==> src/rtl/i2s_rx_fifo_master.sv <==
// rtl/i2s_rx_fifo_master.sv - I2S bus-master receiver (I2S / left-justified) with FIFO and valid/ready output
// Optional: define I2S_RX_OVF_CNT_EN to add the 16-bit saturating dropped-word counter ovf_count_o.
module i2s_rx_fifo_master #(
   parameter int CLK_DIV    = 8,
   parameter int WORD_LEN   = 24,
   parameter int SLOT_LEN   = 32,
   parameter int FIFO_DEPTH = 4
) (
   input  logic                          clk_i,
   input  logic                          rst_ni,
   input  logic                          enable_i,
   input  logic                          mode_i,
   input  logic                          sd_i,
   output logic                          bclk_o,
   output logic                          lrclk_o,
   output logic [WORD_LEN-1:0]           sample_o,
   output logic                          channel_o,
   output logic                          valid_o,
   input  logic                          ready_i,
   output logic [$clog2(FIFO_DEPTH):0]   fifo_level_o,
   output logic                          overflow_o,
   input  logic                          clear_ovf_i
`ifdef I2S_RX_OVF_CNT_EN
   ,
   output logic [15:0]                   ovf_count_o
`endif
);

   localparam int HALF = CLK_DIV / 2;
   localparam int DW   = $clog2(HALF);
   localparam int BW   = $clog2(SLOT_LEN);
   localparam int AW   = $clog2(FIFO_DEPTH);

   localparam logic [DW-1:0] DIV_LAST  = DW'(HALF - 1);
   localparam logic [DW-1:0] DIV_ONE   = DW'(1);
   localparam logic [BW-1:0] BIT_LAST  = BW'(SLOT_LEN - 1);
   localparam logic [BW-1:0] BIT_ONE   = BW'(1);
   localparam logic [BW-1:0] BIT_WORD  = BW'(WORD_LEN);
   localparam logic [BW-1:0] BIT_WORDM = BW'(WORD_LEN - 1);
   localparam logic [AW:0]   PTR_ONE   = (AW+1)'(1);
   localparam logic [AW:0]   LVL_FULL  = (AW+1)'(FIFO_DEPTH);

   logic [DW-1:0]       div_q;
   logic [BW-1:0]       bit_q;
   logic                tick, rise, fall;

   logic                sd_meta, sd_sync;
   logic [WORD_LEN-1:0] shift_q;
   logic                mode_q, mode_eff;
   logic                cap_en, last_bit, push_q;

   logic [WORD_LEN:0]   mem_q [FIFO_DEPTH];
   logic [AW:0]         wr_ptr_q, rd_ptr_q;
   logic                pop, full, push_ok, drop;
   logic [WORD_LEN:0]   head;

   assign tick = enable_i && (div_q == DIV_LAST);
   assign rise = tick && !bclk_o;
   assign fall = tick && bclk_o;

   always_ff @(posedge clk_i or negedge rst_ni) begin
      if (!rst_ni) begin
         div_q   <= '0;
         bit_q   <= '0;
         bclk_o  <= 1'b0;
         lrclk_o <= 1'b0;
      end else if (!enable_i) begin
         div_q   <= '0;
         bit_q   <= '0;
         bclk_o  <= 1'b0;
         lrclk_o <= 1'b0;
      end else begin
         if (tick) begin
            div_q  <= '0;
            bclk_o <= ~bclk_o;
         end else begin
            div_q  <= div_q + DIV_ONE;
         end
         // Slot boundary lands on a falling BCLK edge, so LRCLK moves with it.
         if (fall) begin
            if (bit_q == BIT_LAST) begin
               bit_q   <= '0;
               lrclk_o <= ~lrclk_o;
            end else begin
               bit_q   <= bit_q + BIT_ONE;
            end
         end
      end
   end

   // At b = 0 the live mode_i applies; later bits use the value latched at b = 0.
   assign mode_eff = (bit_q == '0) ? mode_i : mode_q;
   assign cap_en   = mode_eff ? (bit_q <= BIT_WORDM)
                              : ((bit_q != '0) && (bit_q <= BIT_WORD));
   assign last_bit = mode_eff ? (bit_q == BIT_WORDM) : (bit_q == BIT_WORD);

   always_ff @(posedge clk_i or negedge rst_ni) begin
      if (!rst_ni) begin
         sd_meta <= 1'b0;
         sd_sync <= 1'b0;
         shift_q <= '0;
         mode_q  <= 1'b0;
         push_q  <= 1'b0;
      end else begin
         sd_meta <= sd_i;
         sd_sync <= sd_meta;
         push_q  <= rise && cap_en && last_bit;
         if (!enable_i) begin
            shift_q <= '0;
            mode_q  <= 1'b0;
         end else if (rise) begin
            if (bit_q == '0) mode_q <= mode_i;
            if (cap_en) shift_q <= {shift_q[WORD_LEN-2:0], sd_sync};
         end
      end
   end

   assign fifo_level_o = wr_ptr_q - rd_ptr_q;
   assign valid_o      = (fifo_level_o != '0);
   assign full         = (fifo_level_o == LVL_FULL);
   assign pop          = valid_o && ready_i;
   assign push_ok      = push_q && (!full || pop);
   assign drop         = push_q && full && !pop;
   assign head         = mem_q[rd_ptr_q[AW-1:0]];
   assign sample_o     = head[WORD_LEN-1:0];
   assign channel_o    = head[WORD_LEN];

   always_ff @(posedge clk_i or negedge rst_ni) begin
      if (!rst_ni) begin
         for (int i = 0; i < FIFO_DEPTH; i++) mem_q[i] <= '0;
         wr_ptr_q <= '0;
         rd_ptr_q <= '0;
      end else begin
         if (push_ok) begin
            mem_q[wr_ptr_q[AW-1:0]] <= {lrclk_o, shift_q};
            wr_ptr_q <= wr_ptr_q + PTR_ONE;
         end
         if (pop) rd_ptr_q <= rd_ptr_q + PTR_ONE;
      end
   end

   always_ff @(posedge clk_i or negedge rst_ni) begin
      if (!rst_ni) begin
         overflow_o <= 1'b0;
      end else if (drop) begin
         overflow_o <= 1'b1;
      end else if (clear_ovf_i) begin
         overflow_o <= 1'b0;
      end
   end

`ifdef I2S_RX_OVF_CNT_EN
   always_ff @(posedge clk_i or negedge rst_ni) begin
      if (!rst_ni) begin
         ovf_count_o <= '0;
      end else if (drop) begin
         if (ovf_count_o != 16'hFFFF) ovf_count_o <= ovf_count_o + 16'd1;
      end else if (clear_ovf_i) begin
         ovf_count_o <= '0;
      end
   end
`endif

endmodule
==> config.mk <==
export PLATFORM = sky130hd
export DESIGN_NAME = i2s_rx_fifo_master
export DESIGN_NICKNAME = d
export VERILOG_FILES = /design/src/rtl/i2s_rx_fifo_master.sv
export SDC_FILE = /design/constraint.sdc
export NUM_CORES = 1
export LEC_CHECK = 0
export BUFFER_PORTS_ARGS = -buffer_cell sky130_fd_sc_hd__buf_2
export CAP_MARGIN = 10
export CORE_UTILIZATION = 27
export CTS_CLUSTER_DIAMETER = 80
export CTS_CLUSTER_SIZE = 24
export DETAILED_ROUTE_END_ITERATION = 8
export SKIP_CTS_REPAIR_TIMING = 1
export SKIP_LAST_GASP = 1
export SLEW_MARGIN = 20
export SYNTH_ARGS = -nofsm -noshare
export SYNTH_HDL_FRONTEND = slang
export SYNTH_SLANG_ARGS = --single-unit
export TNS_END_PERCENT = 20
==> constraint.sdc <==
create_clock -name clk_i -period 3.43 [get_ports clk_i]
set_input_delay 0.686 -clock clk_i [delete_from_list [all_inputs] [get_ports clk_i]]
set_output_delay 0.686 -clock clk_i [all_outputs]
set_load 0.01 [all_outputs]
### Yosys cells after proc, flatten, opt, wreduce, memory -nomap -nowiden

Index checks and enable logic that the tools add are counted.

| storage, ports and cells | value |
|---|---|
| memories kept | 0 |
| bits in latches | 0 |
| memory bits (writable) | 0 |
| flip-flop bits (word level) | 144 |
| input port bits | 7 |
| memory bits (read-only) | 0 |
| output and inout port bits | 32 |
| logic and storage cells | 87 |

| cells by class | value |
|---|---|
| multiplexer cells | 26 |
| order comparisons | 5 |
| shift-type cells | 0 |
| multiply operators | 0 |
| div/mod/pow operators | 0 |
| bitwise operators | 4 |
| add/subtract/negate cells | 5 |
| reduce and logical (&&, ||, !) cells | 21 |
| eq/ne operators | 10 |

Operators with widths:

| cell | count |
|---|---|
| $bwmux W100 | 1 |
| $mux W25 | 3 |
| $mux W24 | 3 |
| $bmux W25 S2 | 1 |
| $demux W25 S2 | 1 |
| $eq A5 B5 Y1 const B | 3 |
| $mux W5 | 3 |
| $mux W1 | 12 |
| $logic_and A1 B1 Y1 | 11 |
| $le A5 B5 Y1 const B | 2 |
| $ne A2 B1 Y1 const B | 5 |
| $add A3 B1 Y3 const B | 2 |
| $ge A3 B3 Y1 const B | 2 |
| $not A2 Y3 | 2 |
| $add A5 B1 Y5 const B | 1 |
| $logic_not A5 Y1 | 1 |
| $reduce_bool A5 Y1 | 1 |
| $mux W2 | 2 |
| $reduce_and A2 Y1 | 2 |
| $eq A3 B3 Y1 const B | 1 |
| $logic_not A1 Y1 | 3 |
| $lt A3 B1 Y1 const B | 1 |
| $reduce_bool A3 Y1 | 1 |
| $sub A3 B3 Y3 | 1 |
| 5 further kinds | 6 |

### Longest topological paths before layout

Gate-level depths: netlist of the first run.

| depth | value |
|---|---|
| word-level depth | 6 |
| depth in mapped cells | 9 |
| gate-level depth less buffers | 7 |

### Least setup slack after synthesis of the first run

Ideal clock, no wire load.

| timing path | value |
|---|---|
| path type | reg2reg |
| start | register wr_ptr_q[0] |
| end | register mem_q[0] in the netlist's numbering |
| data required time | 3305 ps |
| stages on the path, launching flop included | 10 |
| arrival time | 2549 ps |
| setup time | 125 ps |
| slack | 755 ps |
| buffers on the path | 2 |
| period minus slack after synthesis | 2675 ps |
| path through | dfrtp_1 inv_1 ha_1 fa_1 inv_1 or4_4 and3_1 buf_6 buf_12 mux2_4 |

| between the ends | value |
|---|---|
| elaborated cells between the ends (all ways) | 14 |
| classes of those cells | add/sub: 1; order compare: 2; eq/ne: 1; mux: 3; bitwise: 1; reduce/logical: 6 |

RTL lines:

| element | line | source |
|---|---|---|
| from (decl) | 53 | `logic [AW:0] wr_ptr_q, rd_ptr_q;` |
| from (signal assigned) | 136 | `wr_ptr_q <= wr_ptr_q + PTR_ONE;` |
| $sub A3 B3 Y3 (*) | 118 | `assign fifo_level_o = wr_ptr_q - rd_ptr_q;` |
| net fifo_level_o[1] | 20 | `output logic [$clog2(FIFO_DEPTH):0] fifo_level_o,` |
| $eq A3 B3 Y1 or $reduce_bool A3 Y1 (tied branches) | 120, 119 |  |
| $logic_not A1 Y1 or $logic_and A1 B1 Y1 (tied branches) | 122, 121 |  |
| $logic_or A1 B1 Y1 (*) | 122 | `assign push_ok = push_q && (!full \|\| pop);` |
| $logic_and A1 B1 Y1 (*) | 122 |  |
| to (signal, indexed assignment) | 135 | `mem_q[wr_ptr_q[AW-1:0]] <= {lrclk_o, shift_q};` |
| to (decl) | 52 | `logic [WORD_LEN:0] mem_q [FIFO_DEPTH];` |

The timed path passes the listed nets; every way through them passes the cells marked *.
A chain may end at the register's enable or synchronous reset.

### Worst setup path after layout of the first run

| timing path | value |
|---|---|
| start | register wr_ptr_q[0] |
| end | register mem_q[6] in the netlist's numbering |

| between the ends | value |
|---|---|
| longest elaborated chain between the ends | 6 |
| elaborated cells between the ends (all ways) | 14 |
| classes of those cells | add/sub: 1; order compare: 2; eq/ne: 1; mux: 3; bitwise: 1; reduce/logical: 6 |

RTL lines:

| element | line |
|---|---|
| $not A2 Y3 (implied by the code) | 135 |
| $ge A3 B3 Y1 (implied by the code) or $lt A3 B1 Y1 (tied branches) | 135 |
| $logic_and A1 B1 Y1 (implied by the code) | 135 |
| $mux W25 (implied by the code) | 135 |
| $demux W25 S2 | 135 |
| $bwmux W100 | 135 |

Several ways; a longest one is shown, not always the timed one.

==> results of run 1 <==
==> registers in the layout, summed over array words and instances, names as in the netlist <==
signal,cells
rd_ptr_q,3
div_q,2
mem_q,100
overflow_o,1
bclk_o,1
shift_q,24
lrclk_o,1
bit_q,5
push_q,1
mode_q,1
wr_ptr_q,3
sd_sync,1
sd_meta,1
==> critical path, cell delays in order, from the launching register on <==
cell	delay [ns]
dfrtp_1	0.41
inv_1	0.10
ha_1	0.22
fa_1	0.51
inv_1	0.06
or4_4	0.57
and3_2	0.56
mux2_4	0.42
==> per-layer routing <==
| layer | GRT usage (%) | wire length (um) |
|---|---|---|
| met1 | 16.6 | 7330 |
| met2 | 17.0 | 6890 |
| met3 | 2.74 | 495 |
| met4 | 3.45 | 181 |
| met5 | 0 | 0 |
==> path summary, 6_finish.rpt <==
path                        startpoint          end  slack [ns]  depth (start not counted)
hold / removal                  rst_ni  wr_ptr_q[1]        0.31                          1
setup / recovery           wr_ptr_q[0]     mem_q[6]        0.44                          7
min in group clk_i             sd_meta      sd_sync        0.35                          0
max in group asynchronous       rst_ni  shift_q[11]        2.35                          2
hold reg to reg                sd_meta      sd_sync        0.35                          0
setup reg to reg           wr_ptr_q[0]     mem_q[6]        0.44                          7
==> stage by stage <==
stage / total power, mW / area (um^2)
after floorplan: 2.18 / 7260
after global placement: 2.37 / 7690
after detailed placement: 2.36 / 7690
after CTS: 4.42 / 8340
after global routing: 4.55 / 8340
final: 4.37 / 8340
==> layout make-up <==
| class | instances | area, um^2 | share of cell area, % |
|---|---|---|---|
| flip-flops and latches | 144 | 3600 | 43.2 |
| clock buffers | 20 | 467 | 5.60 |
| multi-input cells | 319 | 3310 | 39.7 |
| well taps | 335 | 419 | 5.03 |
| repair buffers | 54 | 317 | 3.80 |
| clock inverters | 10 | 184 | 2.21 |
| inverters | 9 | 33.8 | 0.405 |
==> power by group <==
group | internal, mW | switching, mW | total (mW)
clock | 1.34 | 0.700 | 2.04
sequential | 1.73 | 0.0165 | 1.74
combinational | 0.237 | 0.349 | 0.586
==> cell usage after synthesis, drive strengths merged, types with 2 or more instances <==
cell / n / area, um^2
a21oi: 4 / 20.0
dfrtp: 144 / 3600
and2: 3 / 20.0
mux2: 103 / 1460
mux4: 25 / 563
and3: 6 / 37.5
nor2b: 5 / 31.3
nand3: 29 / 145
clkbuf: 25 / 97.6
nand2: 30 / 113
a21boi: 3 / 22.5
xnor2: 4 / 35.0
o21ai: 3 / 15.0
inv: 9 / 33.8
o311ai: 24 / 210
nor3b: 2 / 15.0
nor2: 25 / 93.8
buf: 17 / 228
nor4b: 2 / 17.5
or4: 2 / 18.8
ha: 10 / 125
a32oi: 24 / 210
==> cells by family (layout without fill, tap and decap cells) <==
family	count (synthesis)	after routing	synth area share, %
compound gates	63	63	7.10
xor+xnor	6	6	0.931
fa+ha+maj	11	11	2.00
buf+inv	51	93	4.95
flops	144	144	49.6
mux	129	129	28.0
simple gates	110	110	7.43
==> placed cells by master (no fill, tap or decap), types with 2 or more instances in the layout <==
cell type | netlist | routed
dfrtp_1 | 144 | 143
mux2_4 | 79 | 79
buf_2 | 3 | 37
nand2_1 | 30 | 30
nand3_1 | 29 | 29
mux4_2 | 25 | 25
nor2_1 | 25 | 25
mux2_2 | 24 | 24
a32oi_1 | 24 | 24
o311ai_0 | 24 | 24
clkbuf_16 | 0 | 17
buf_4 | 0 | 16
ha_1 | 10 | 10
inv_1 | 9 | 9
and3_1 | 6 | 5
nor2b_1 | 5 | 5
bufinv_16 | 0 | 5
a21oi_1 | 4 | 4
xnor2_1 | 4 | 4
a21boi_0 | 3 | 3
clkbuf_8 | 0 | 3
nor4b_1 | 2 | 2
and2_1 | 2 | 2
nor3b_1 | 2 | 2
o21ai_0 | 2 | 2
clkinvlp_4 | 0 | 2
clkinv_2 | 0 | 2
==> results.md, run 1 <==
* Status: finished with violations
* Failing checks: design-rule violations
* Die area at 27500 um^2
* Antenna-violating nets left at 0
* Vias per cell at 4.83
* Final worst path period need at 2.99 ns
* Crit. End Element: register
* Post-synth EDFFs at 0
* Clock buffer depth at 2
* CTS tree: yes
* DRT Wirelength at 14900 um
* Number of global-route vias before repair at 4428
* Fillers at 2552
* Post-place setup slack at 0.474 ns
* Slew Viols, Final at 0
* Netlist cell types at 45
* Via Count at 4302
* Worst setup path class: reg2reg
* Post-DP HPWL at 8920 um
* Worst-Skew Late Latency at 0.42 ns
* Crit start category: register
* Initial antenna violation count at 0
* Max-capacitance violation count at 0
* Placed cells at 861
* Average wire per standard cell at 16.7 um
* Pleak at 3.70 nW
* Gr ovfl total at 0
* TritonCTS buffer count at 17
* RSZ-0062 raised after global routing: false
* Initial DRC count at 237
* Sequential share of the synthesized area at 49.6%
* Die height at 166 um
* Gpl congestion at 0.677
* Final count of hold timing violations at 0
* CP Max Fanout at 26
* Peak VDD IR at 0.346 mV
* CP arrival at 3.29 ns
* Drt pass-1 iters at 6
* Core footprint at 26200 um^2
* Overall Global Routing Usage at 11.5%
* Final period utilization at 87.0%
* Synthesized area at 7260 um^2
* Final core utilization at 31.8%
* Number of remaining DRC errors at 1
* # port buffers at 38
* Antenna fix cells at 0
* Cell Pwr Density at 524 nW/um^2
* Syn Nets at 532
* Slew Limit Headroom at 37.8%
* Final worst slack at 0.445 ns
* Initial Util at 27.7%
* #FFs+latches synth at 144
* Ports at 39
* Setup TNS at 0 ns
* First-pass GRT wire length at 25100 um
* Worst clock skew at 0.00695 ns
* Mean Syn Cell Area at 14.1 um^2
* Row cnt at 59
* Hold Path Class: in2async
* Layout Nets at 563
* H-tree levels at 4
* Synth async-reset ratio at 100%
* Non-Filler Instances at 891
* CTS clk-pin slew, worst paths at 0.06 ns
* Cells after Synth at 514
* Top FF cell, synth: dfrtp_1
* Largest net degree at the start of global routing at 82
* Synthesis Warnings at 0
* Req. time, crit path at 3.73 ns
* Fin Hold WS at 0.313 ns
* Root buffer cell: clkbuf_16
* Die Wd at 166 um
* Area growth syn-to-layout at 14.9%
* Least-Margin Pin Slew at 0.933 ns
* Finish-stage setup viols at 0
* Max Clock Freq at 335 MHz
* Clock Sinks at 144
* Share of layout cells above drive strength 1 at 39.6%
No activity file was read; power rests on OpenSTA's default activity.
==> inputs of run 2 (changes only) <==
clock period = 2.6 ns   (was 3.43 ns; I/O delays follow)
==> results.md, run 2 (synthesized netlist as in run 1, its figures left out) <==
* Fin Hold WS at 0.0597 ns (-0.253 ns)
* Initial DRC count at 336 (+42%)
* First-pass GRT wire length at 25300 um (+0.80%)
* Largest net degree at the start of global routing at 60 (-27%)
* CP Max Fanout at 15 (-42%)
* CTS tree: yes
* Hold Path Class: in2async
* Slew Limit Headroom at 60.4% (+23 points)
* Area growth syn-to-layout at 15.6%
* Max Clock Freq at 391 MHz (+17%)
* Worst path slowest cell: or4_4
* Initial antenna violation count at 0 (unchanged)
* Vias per cell at 4.80 (-0.57%)
* Crit-path max cell delay at 0.52 ns (-0.05 ns)
* Root buffer cell: clkbuf_16
* Status: finished with violations
* Drt pass-1 iters at 7 (+1)
* Met2 GRT Util at 17.5% (+0.51 points)
* Max reg flops at 100 (unchanged)
* Storage element area at 3600 um^2 (unchanged)
* Most used routing layer in global routing: met2
* Ports at 39 (unchanged)
* Worst setup path class: reg2reg
* CTS clk-pin slew, worst paths at 0.06 ns (about the same)
* Initial Util at 27.7% (unchanged)
* Share of layout cells above drive strength 1 at 40.4% (+0.86 points)
* Pleak at 3.71 nW (+0.22%)
* Clock Sinks at 144 (unchanged)
* Cell Pwr Density at 660 nW/um^2 (+26%)
* Worst clock skew at 0.00910 ns (+0.00215 ns)
* Post-DP HPWL at 9230 um (+3.5%)
* Crit-path cells: inv_2, ha_1, fa_1, inv_1, or4_4, and3_2, buf_12, mux2_4
* RSZ-0062 raised after global routing: true
* Non-Filler Instances at 894 (+0.34%)
* Number of global-route vias before repair at 4490 (+1.4%)
* Setup TNS at 0 ns (unchanged)
* TritonCTS buffer count at 17 (unchanged)
* Placed cells at 864 (+0.35%)
* Overall Global Routing Usage at 11.7% (+0.19 points)
* Post-place setup slack at 0.0477 ns (-0.427 ns)
* Antenna-violating nets left at 0 (unchanged)
* Most common cell after layout, fill and taps aside: dfrtp_1
* Final period utilization at 98.4% (+11 points)
* Crit start category: register
* GR Layer Usage met1 at 16.5% (-0.036 points)
* Largest reg by FF count: mem_q
* Biggest regs: mem_q (100), shift_q (24), bit_q (5)
* Worst-Skew Late Latency at 0.42 ns (about the same)
* Crit. End Element: register
* Gpl congestion at 0.714 (+5.4%)
* Final worst slack at 0.0405 ns (-0.404 ns)
* Gr ovfl total at 0 (unchanged)
* Peak VDD IR at 0.415 mV (+20%)
* Clock buffer depth at 2 (unchanged)
* Delay-heaviest family, CP: simple AND/OR/NAND/NOR gates
* Req. time, crit path at 2.90 ns (-0.83 ns)
* GRT met3 Usage at 2.60% (-0.14 points)
* Commonest cells after routing, fill and taps aside: 143 x dfrtp_1, 79 x mux2_4, 37 x buf_2
* Average wire per standard cell at 16.9 um (+1.1%)
* Finish-stage setup viols at 0 (unchanged)
* Layout Nets at 567 (+0.71%)
* Least-Margin Pin Slew at 0.594 ns (-0.339 ns)
* Bufs and invs on worst path at 3 (+1)
* Slew Viols, Final at 0 (unchanged)
* Via Count at 4292 (-0.23%)
* Die Wd at 166 um (unchanged)
* Core footprint at 26200 um^2 (unchanged)
* Die area at 27500 um^2 (unchanged)
* CP arrival at 2.86 ns (-0.43 ns)
* Die height at 166 um (unchanged)
* Final count of hold timing violations at 0 (unchanged)
* Fillers at 2555 (+0.12%)
* Failing checks: design-rule violations
* Final worst path period need at 2.56 ns (-0.426 ns)
* # port buffers at 38 (unchanged)
* Antenna fix cells at 0 (unchanged)
* Area of the multi-input gates at 3330 um^2 (+0.60%)
* Row cnt at 59 (unchanged)
* H-tree levels at 4 (unchanged)
* Max-capacitance violation count at 0 (unchanged)
* Number of remaining DRC errors at 1 (unchanged)
* DRT Wirelength at 15100 um (+1.4%)
[run 2: changes by cell type in the layout (fill, tap and decap cells not counted), moves of 2 or more]
cell        before  now
bufinv_16        5    2
clkbuf_1         0    2
buf_4           16   13
and3_4           0    3
clkinvlp_4       2    0
buf_6            1    3
clkbuf_8         3    5
buf_12           0    5
and3_1           5    2
[run 2: metal layers]
layer	part of all wire, %	vias to the layer above	wire length (um)
li1	-	2005	-
met4	0.80	0	121
met2	46	76	6960
met5	0	-	0
met3	3.5	7	531
met1	50	2204	7490
[run 2: path summary, 6_finish.rpt]
path	start	end	slack [ns]	cells past startpoint
min in group clk_i	sd_i	sd_meta	0.21	1
min	rst_ni	div_q[1]	0.06	1
max	wr_ptr_q[0]	mem_q[65]	0.04	8
max in group asynchronous	rst_ni	shift_q[13]	1.85	2
max reg2reg	wr_ptr_q[0]	mem_q[65]	0.04	8
min reg2reg	sd_meta	sd_sync	0.35	0
[run 2: final cells by class]
| type | count | area share, % |
|---|---|---|
| clock buffers | 24 | 5.98 |
| clock inverters | 5 | 0.940 |
| inverters | 9 | 0.403 |
| multi-input cells | 319 | 39.7 |
| flip-flops and latches | 144 | 43.0 |
| well taps | 335 | 5.00 |
| repair buffers | 58 | 4.97 |
[run 2: stage by stage]
stage / instance area, um^2 / total power, mW / utilization, %
6_report: 8390 / 5.54 / 32.0
5_1_grt: 8390 / 5.78 / 32.0
4_1_cts: 8370 / 5.61 / 31.9
3_5_place_dp: 7780 / 3.18 / 29.7
3_3_place_gp: 7780 / 3.18 / 29.7
2_1_floorplan: 7270 / 2.87 / -
[run 2: power by group]
| group | internal (mW) | total [mW] | switching, mW |
|---|---|---|---|
| clock | 1.52 | 2.42 | 0.894 |
| sequential | 2.28 | 2.30 | 0.0229 |
| combinational | 0.360 | 0.824 | 0.464 |
| total | 4.16 | 5.54 | 1.38 |
[run 2: worst reg2reg max path: stages, from the launching register on]
cell and delay, ns:
dfrtp_1 0.36, inv_2 0.04, ha_1 0.20, fa_1 0.51, inv_1 0.06, or4_4 0.52, and3_2 0.27, buf_12 0.17
mux2_4 0.32
==> inputs of run 3 (changes only) <==
PLACE_DENSITY = 0.52   (was not set)
clock period = 2.2 ns   (was 2.6 ns; I/O delays follow)
==> results.md, run 3 (synthesized netlist as in run 1, its figures left out) <==
* Worst-case hold path end point: sd_meta
* Fin Hold WS at 0.127 ns (+0.0672 ns)
* Die area at 27500 um^2 (unchanged)
* Reg-to-reg setup timing slack at -0.37 ns (-0.41 ns)
* Final worst path period need at 2.57 ns (+0.00992 ns)
* Worst-Skew Late Latency at 0.42 ns (about the same)
* Average wire per standard cell at 20.6 um (+22%)
* Drt pass-1 iters at 7 (unchanged)
* Gr ovfl total at 0 (unchanged)
* Max Clock Freq at 389 MHz (-0.39%)
* P_sw at 1.91 mW (+38%)
* Placed cell area at 7830 um^2 (+0.59%)
* Worst R2R Start: rd_ptr_q[0]
* Final core utilization at 33.3% (+1.3 points)
* Post-DP HPWL at 9600 um (+3.9%)
* Cell internal pwr at 5.32 mW (+28%)
* Antenna fix cells at 0 (unchanged)
* Area growth syn-to-layout at 20.3%
* Pleak at 3.85 nW (+3.9%)
* Final instance area at 8730 um^2 (+4.1%)
* Ports at 39 (unchanged)
* R2R depth at 6 (-2)
* TritonCTS buffer count at 17 (unchanged)
* Non-Filler Instances at 919 (+2.8%)
* CP Max Fanout at 8 (-7)
* Overall Global Routing Usage at 12.2% (+0.50 points)
* Antenna-violating nets left at 0 (unchanged)
* Initial Util at 27.7% (unchanged)
* Share of layout cells above drive strength 1 at 43.3% (+2.9 points)
* Core footprint at 26200 um^2 (unchanged)
* Commonest cells after routing, fill and taps aside: 143 x dfrtp_1, 79 x mux2_4, 37 x buf_2
* Cell Pwr Density at 828 nW/um^2 (+25%)
* Slew Viols, Final at 0 (unchanged)
* Die height at 166 um (unchanged)
* Number of remaining DRC errors at 5 (+4)
* Die Wd at 166 um (unchanged)
* Status: finished with violations
* Layout Nets at 589 (+3.9%)
* Peak VDD IR at 0.374 mV (-9.8%)
* Hold depth at 1
* Placed cells at 868 (+0.46%)
* Initial DRC count at 362 (+7.7%)
* Sequential share of power at 37.6% (-3.9 points)
* Comb pwr share at 18.8% (+3.9 points)
* First-pass GRT wire length at 26400 um (+4.5%)
* Hold Path Class: in2reg
* Max-capacitance violation count at 0 (unchanged)
* Slew Limit Headroom at 48.6% (-12 points)
* Crit start category: register
* CTS tree: yes
* Clk pwr share at 43.5% (about the same)
* Gpl congestion at 0.731 (+2.4%)
* Final count of hold timing violations at 0 (unchanged)
* Final period utilization at 117% (+18 points)
* PnR Total Power at 7.23 mW (+31%)
* Setup TNS at -35.60 ns (-35.60 ns)
* Vias per cell at 5.12 (+6.6%)
* Clock buffer depth at 2 (unchanged)
* Reg2Reg Capture Point: mem_q[83]
* Number of global-route vias before repair at 4664 (+3.9%)
* Initial antenna violation count at 0 (unchanged)
* Failing checks: design-rule violations, negative setup slack
* Worst clock skew at 0.00777 ns (-0.00134 ns)
* Largest net degree at the start of global routing at 60 (unchanged)
* Crit. End Element: register
* Worst setup path class: reg2reg
* Max reg flops at 100 (unchanged)
* Row cnt at 59 (unchanged)
* Root buffer cell: clkbuf_16
* Via Count at 4705 (+9.6%)
* Clock Sinks at 144 (unchanged)
* DRT Wirelength at 18900 um (+25%)
* Most common cell after layout, fill and taps aside: dfrtp_1
* RSZ-0062 raised after global routing: true
* CTS clk-pin slew, worst paths at 0.06 ns (about the same)
* Post-place setup slack at -0.403 ns (-0.451 ns)
* Least-Margin Pin Slew at 0.771 ns (+0.177 ns)
* Sw Ratio at 26.4% (+1.5 points)
* Req. time, crit path at 2.50 ns (-0.40 ns)
* H-tree levels at 4 (unchanged)
* Hold path start: sd_i
* Finish-stage setup viols at 147 (+147)
* Largest reg by FF count: mem_q
* Fillers at 2496 (-2.3%)
* CP arrival at 2.87 ns (about the same)
* Biggest regs: mem_q (100), shift_q (24), bit_q (5)
* Final worst slack at -0.369 ns (-0.410 ns)
* # port buffers at 38 (unchanged)
## run 3: routing by layer
| layer | vias up | part of all wire (%) | GRT usage (%) |
|---|---|---|---|
| li1 | 2072 | - | - |
| met1 | 2471 | 45 | 15.7 |
| met2 | 140 | 48 | 20.3 |
| met3 | 22 | 5.1 | 2.55 |
| met4 | 0 | 1.5 | 4.06 |
| met5 | - | 0 | 0 |
## run 3: power groups by stage
stage          combinational (mW)  sequential, mW  clock, mW
2_1_floorplan               0.651            2.76          0
3_3_place_gp                 1.02            2.77          0
3_5_place_dp                 1.02            2.77          0
4_1_cts                      1.03            2.72       3.18
5_1_grt                      1.45            2.73       3.32
6_report                     1.36            2.72       3.15
## run 3: how the worst max path moves through the flow
stage | end | depth (start not counted) | startpoint
after floorplan | mem_q[0] | 9 | wr_ptr_q[0]
after global placement | push_q | 8 | bit_q[0]
after detailed placement | push_q | 8 | bit_q[0]
after CTS | push_q | 8 | bit_q[0]
after global routing | wr_ptr_q[1] | 7 | rd_ptr_q[0]
final | mem_q[83] | 6 | rd_ptr_q[0]
## run 3: area by class of cell
cell class | count | area, um^2 | share of cell area [%]
inverters | 9 | 36.3 | 0.416
multi-input cells | 331 | 3490 | 39.9
repair buffers | 68 | 546 | 6.25
well taps | 335 | 419 | 4.80
clock buffers | 22 | 484 | 5.55
clock inverters | 10 | 156 | 1.79
flip-flops and latches | 144 | 3600 | 41.3
## run 3: critical path, stage by stage (launching register included)
cell and delay (ns):
dfrtp_2 0.42, ha_4 0.16, fa_2 0.33, xnor3_2 0.30, or4_4 0.59, and3_4 0.32
mux2_4 0.32
